--- src/rtl/neuron_lut_loader.sv ---
// Runtime-loadable truth-table neuron: streams a full LUT in over a valid/ready port, then
// serves registered 1-cycle lookups. Define LUT_LOAD_CHECKSUM_EN to add an XOR load checksum.
module neuron_lut_loader #(
    parameter int unsigned IN_BITS  = 8,
    parameter int unsigned OUT_BITS = 1,
    parameter int unsigned LOAD_W   = 8
) (
    input  logic                clk,
    input  logic                rst,
    input  logic                cfg_start,
    input  logic                cfg_valid,
    output logic                cfg_ready,
    input  logic [LOAD_W-1:0]   cfg_data,
    input  logic                cfg_last,
`ifdef LUT_LOAD_CHECKSUM_EN
    input  logic [LOAD_W-1:0]   cfg_chk,
`endif
    output logic                load_done,
    output logic                load_err,
    output logic                table_ok,
    input  logic                in_valid,
    input  logic [IN_BITS-1:0]  in_data,
    output logic                out_valid,
    output logic [OUT_BITS-1:0] out_data
);

    localparam int unsigned Depth = 2 ** IN_BITS;
    localparam int unsigned TblW  = Depth * OUT_BITS;
    localparam int unsigned Epb   = LOAD_W / OUT_BITS;
    localparam int unsigned Beats = Depth / Epb;
    localparam int unsigned CntW  = (Beats > 1) ? $clog2(Beats) : 1;

    if ((LOAD_W % OUT_BITS) != 0 || (TblW % LOAD_W) != 0) begin : g_param_err
        $error("neuron_lut_loader: LOAD_W must be a multiple of OUT_BITS and divide the table");
    end

    typedef enum logic [1:0] {StEmpty, StLoad, StReady} state_e;

    state_e              state_q, state_d;
    logic [CntW-1:0]     cnt_q, cnt_d;
    logic [TblW-1:0]     tbl_q, tbl_d;
    logic                done_q, done_d;
    logic                err_q, err_d;
    logic                out_valid_q, out_valid_d;
    logic [OUT_BITS-1:0] out_data_q, out_data_d;
    logic                beat_acc, last_beat, chk_ok, lookup_en;
    logic [31:0]         beat_base, rd_base;

    assign beat_base = 32'(cnt_q) * LOAD_W;
    assign rd_base   = 32'(in_data) * OUT_BITS;

    // cfg_start pre-empts everything in the cycle it is seen: no beat, no lookup, no table_ok.
    assign cfg_ready = (state_q == StLoad) && !cfg_start;
    assign table_ok  = (state_q == StReady) && !cfg_start;
    assign lookup_en = in_valid && table_ok;
    assign beat_acc  = cfg_valid && cfg_ready;
    assign last_beat = (cnt_q == CntW'(Beats - 1));

`ifdef LUT_LOAD_CHECKSUM_EN
    logic [LOAD_W-1:0] chk_q, chk_d;

    assign chk_ok = ((chk_q ^ cfg_data) == cfg_chk);

    always_comb begin
        chk_d = chk_q;
        if (cfg_start) begin
            chk_d = '0;
        end else if (beat_acc) begin
            chk_d = chk_q ^ cfg_data;
        end
    end

    always_ff @(posedge clk or posedge rst) begin
        if (rst) begin
            chk_q <= '0;
        end else begin
            chk_q <= chk_d;
        end
    end
`else
    assign chk_ok = 1'b1;
`endif

    always_comb begin
        state_d = state_q;
        cnt_d   = cnt_q;
        tbl_d   = tbl_q;
        done_d  = 1'b0;
        err_d   = 1'b0;
        if (cfg_start) begin
            state_d = StLoad;
            cnt_d   = '0;
        end else if (beat_acc) begin
            tbl_d[beat_base +: LOAD_W] = cfg_data;
            if (cfg_last && last_beat && chk_ok) begin
                state_d = StReady;
                cnt_d   = '0;
                done_d  = 1'b1;
            end else if (cfg_last || last_beat) begin
                state_d = StEmpty;
                cnt_d   = '0;
                err_d   = 1'b1;
            end else begin
                cnt_d = cnt_q + 1'b1;
            end
        end
    end

    always_comb begin
        out_valid_d = lookup_en;
        out_data_d  = out_data_q;
        if (lookup_en) begin
            out_data_d = tbl_q[rd_base +: OUT_BITS];
        end
    end

    always_ff @(posedge clk or posedge rst) begin
        if (rst) begin
            state_q     <= StEmpty;
            cnt_q       <= '0;
            tbl_q       <= '0;
            done_q      <= 1'b0;
            err_q       <= 1'b0;
            out_valid_q <= 1'b0;
            out_data_q  <= '0;
        end else begin
            state_q     <= state_d;
            cnt_q       <= cnt_d;
            tbl_q       <= tbl_d;
            done_q      <= done_d;
            err_q       <= err_d;
            out_valid_q <= out_valid_d;
            out_data_q  <= out_data_d;
        end
    end

    assign load_done = done_q;
    assign load_err  = err_q;
    assign out_valid = out_valid_q;
    assign out_data  = out_data_q;

endmodule

--- config.mk ---
export PLATFORM = sky130hd
export DESIGN_NAME = neuron_lut_loader
export DESIGN_NICKNAME = d
export VERILOG_FILES = /design/src/rtl/neuron_lut_loader.sv
export SDC_FILE = /design/constraint.sdc
export NUM_CORES = 1
export LEC_CHECK = 0
export BUFFER_PORTS_ARGS = -buffer_cell sky130_fd_sc_hd__clkbuf_2
export CORE_ASPECT_RATIO = 0.5
export CORE_MARGIN = 10
export CORE_UTILIZATION = 55
export DETAILED_ROUTE_END_ITERATION = 8
export PLACE_DENSITY = 0.71
export SYNTH_ARGS = -nofsm -noshare
export SYNTH_HDL_FRONTEND = slang
export SYNTH_SLANG_ARGS = --single-unit
--- constraint.sdc ---
create_clock -name clk -period 11.9 [get_ports clk]
set_input_delay 0 -clock clk [delete_from_list [all_inputs] [get_ports clk]]
set_output_delay 0 -clock clk [all_outputs]
set_load 0.01 [all_outputs]
==> impl_metrics.py <==
metrics = {
    "drt": {
        "dr.pass1.iters": 5,
        "vias": 9571,
        "finalWirelength_um": 34700,
        "vias_per_cell": 6.37,
        "drt-initial-drc-count": 1211,
        "drc": 0,
        "drtAntennaViolNets": 0,
        "post_drt_wl_per_cell_um": 23.1,
    },
    "synthesis": {
        "synth_warnings": 0,
        "synth_xor_area_frac": 0.00136,
        "ys_async_sr_fraction": 1.00,
        "synth_area_um2": 12900,
        "syn_avg_cell_area_um2": 10.8,
        "synth-simple-area-share": 0.134,
        "synth_compound_area_frac": 0.120,
        "synthMuxAreaShare": 0.185,
        "ys_types": 61,
        "syn_inst": 1190,
        "ys_seq_elements": 267,
        "yosys_most_used_dff": "dfrtp_1",
        "synth_top_family_by_area": "multiplexers",
        "yosys.area.top_type": "dfrtp_1",
        "ys_top_cells_by_area": "dfrtp_1 52%, mux4_2 9.3%, nand2_1 7.4%, mux2_2 5.5%, o21ai_0 5.2%",
        "synth_top_area_frac": 0.519,
        "synthAdderAreaFrac": 0.00583,
        "synth_edf_count": 0,
        "syn_nets": 1218,
        "synth-seq-area-share": 0.519,
    },
    "global_route": {
        "grt.total_usage": 0.225,
        "grt_max_degree": 145,
        "grt_pass1_wl_um": 54000,
        "grt-ovfl-total": 0,
        "first_global_vias": 9179,
        "antenna_found_initial": 0,
    },
    "clock_tree": {
        "path_clk_slew_ns": 0.07,
        "cts_buffer_depth": 3,
        "cts_max_level": 1,
        "cts_tree": "done",
        "root_buffer": "clkbuf_16",
        "cts_made_buffers": 24,
        "cts.sinks": 267,
        "post_cts_resized": 0,
        "clk_latency_ns": 0.54,
    },
    "pwr": {
        "p_leak_nw": 6.11,
        "powerDensity_nw_per_um2": 139,
        "worst_ir_drop_vdd_v": 0.000103,
        "total_power_mw": 1.96,
    },
    "sta": {
        "post-route-period-util": 0.369,
        "finalHoldViolations": 0,
        "rsz0062_at_grt": "false",
        "slew_headroom": 0.222,
        "setup_viol": 0,
        "worst_pin_slew_ns": 1.17,
        "finalSetupTns_ns": 0,
        "skew_ns": 0.0140,
        "fmax_mhz": 228,
        "slew_violations": 0,
        "period_minus_slack_ns": 4.39,
    },
    "die": {
        "ios": 28,
        "fp.coreArea_um2": 22900,
        "fp.dieW_um": 236,
        "dieArea_um2": 30300,
        "rows": 39,
        "dieHeight_um": 128,
        "start_util": 0.562,
    },
    "worst_setup_path": {
        "r2r_start": "cnt_q[0]",
        "required_ns": 12.29,
        "crit_chain": "inv_1, ha_1, nor3b_1, ha_1, o21ai_2, nor3_2, nand4_1, nand2_1, o21ai_0",
        "crit_type": "reg -> reg",
        "r2r_cells": 9,
        "rrSetupSlack_ns": 7.51,
        "start_kind": "register",
        "crit_path_max_fanout": 25,
        "r2r_end": "tbl_q[114]",
        "cpPeakStageDelay_ns": 0.72,
        "cpMaxStageDelayCell": "ha_1",
        "crit_arrival_ns": 4.78,
        "cp-end-kind": "register",
        "cp_common_cell": "ha_1",
    },
    "worst_hold_path": {
        "hp-start": "cfg_data[7]",
        "hold_depth": 3,
        "min_path_type": "in -> reg",
        "hold_path_end": "tbl_q[87]",
    },
    "placement": {
        "postPlaceCellArea_um2": 13200,
        "place.port_buffers": 27,
        "hpwl_um": 23300,
        "gp_congestion": 0.920,
    },
    "layout": {
        "finalInstanceArea_um2": 14100,
        "final_nets": 1209,
        "area_delta_synth_final_pct": 9.73,
        "antenna-diode-count": 0,
        "layout-drive-gt1-share": 0.171,
    },
    "run": {
        "drv_cap": 0,
    },
    "status": {
        "outcome": "finished, final reports clean",
    },
}
[synthesized netlist by cell type (4+ instances only)]
master       n
mux4_2      53
nor3b_1      6
o41ai_1      8
mux2i_1     48
nor2b_1     10
o21ai_0    133
dfrtp_1    267
nor2_1      37
nand3_1     33
o311ai_0     4
clkbuf_1    55
o22ai_1      6
mux2_2      63
o31ai_1     51
nand2_1    255
nor4_1       5
ha_1         6
nand4_1      6
and3_1       7
buf_1        6
nand2b_1     6
nor3_1      10
a211oi_1     4
buf_2       16
a2111oi_0    4
a21oi_1      8
inv_1       29
[critical path, delay by kind of cell (launching register included)]
family | cells | cell delay (ns)
DFF | 1 | 0.67
and+or+nand+nor | 4 | 1.68
adders and majority gates | 2 | 1.05
buffers and inverters | 1 | 0.22
AOI/OAI and AO/OA | 2 | 0.61
[worst max-delay path by stage]
stage | start | to | slack (ns) | depth (start not counted)
3_5_place_dp | cnt_q[0] | tbl_q[117] | 7.63 | 8
4_1_cts | cnt_q[0] | tbl_q[114] | 7.55 | 9
3_3_place_gp | cnt_q[0] | tbl_q[116] | 7.93 | 9
5_1_grt | cnt_q[0] | tbl_q[114] | 7.06 | 9
2_1_floorplan | rst | cnt_q[0] | 4.55 | 1
6_report | cnt_q[0] | tbl_q[114] | 7.51 | 9
[power breakdown]
group	switching, mW	internal, mW	total [mW]
logic	0.109	0.0455	0.154
clock network	0.352	0.525	0.878
registers	0.00911	0.922	0.931
[state kept, by name, summed over array words and instances, names as in the netlist]
name and cells:
out_valid 1, load_done 1, out_data 1, tbl_q 256, load_err 1, state_q 2
cnt_q 5
[final cells by class]
class                           instances  area (µm²)
Clock buffer                           29         661
Clock inverter                         12         221
Fill cell                            1817        8800
Inverter                               30         120
Multi-Input combinational cell        813        5770
Sequential cell                       267        6680
Tap cell                              307         384
Timing Repair Buffer                   45         300
[kinds of logic (layout without fill, tap and decap cells)]
| logic type | count (synthesis) | count (layout) |
|---|---|---|
| multiplexers | 164 | 164 |
| AND/OR/NAND/NOR | 394 | 394 |
| adder cells (fa/ha/maj) | 6 | 6 |
| XOR/XNOR | 2 | 2 |
| AO/OA/AOI/OAI | 247 | 247 |
| flip-flops | 267 | 267 |
| buffers and inverters | 110 | 116 |
[per-stage QoR]
step,hold WS (ns),util,setup slack [ns],cells
floorplan,0.148,-,4.55,1190
global placement,0.268,0.573,7.93,1452
detailed placement,0.289,0.573,7.63,1452
CTS,0.0110,0.616,7.55,1503
global route,0.0531,0.616,7.06,1503
finish,0.0616,0.616,7.51,1503
[what timing repair did]
action | in CTS | in global routing
hold buffers | 10 | 0
buffers inserted | 0 | 0
endpoints found under the hold margin | 166 | 0
[metal layers]
layer / track usage / part of all wire / up-vias
met1: 0.336 / 0.46 / 4812
met4: 0.0521 / 0.020 / 0
li1: - / - / 4241
met3: 0.0580 / 0.10 / 62
met2: 0.321 / 0.42 / 456
met5: 0 / 0 / -
[layout by cell type (no fill, tap or decap), types with 7 or more instances in the layout]
| cell | Yosys | final |
|---|---|---|
| inv_1 | 29 | 28 |
| nor2b_1 | 10 | 10 |
| mux4_2 | 53 | 53 |
| and3_1 | 7 | 7 |
| clkbuf_16 | 0 | 25 |
| clkbuf_2 | 0 | 25 |
| o31ai_1 | 51 | 51 |
| mux2_2 | 63 | 63 |
| nor3_1 | 10 | 10 |
| nand2_1 | 255 | 255 |
| nand3_1 | 33 | 33 |
| a21oi_1 | 8 | 8 |
| o41ai_1 | 8 | 8 |
| dlygate4sd3_1 | 0 | 10 |
| dfrtp_1 | 267 | 267 |
| mux2i_1 | 48 | 48 |
| o21ai_0 | 133 | 133 |
| nor2_1 | 37 | 37 |
| buf_4 | 2 | 10 |
No activity file was read; power rests on OpenSTA's default activity.
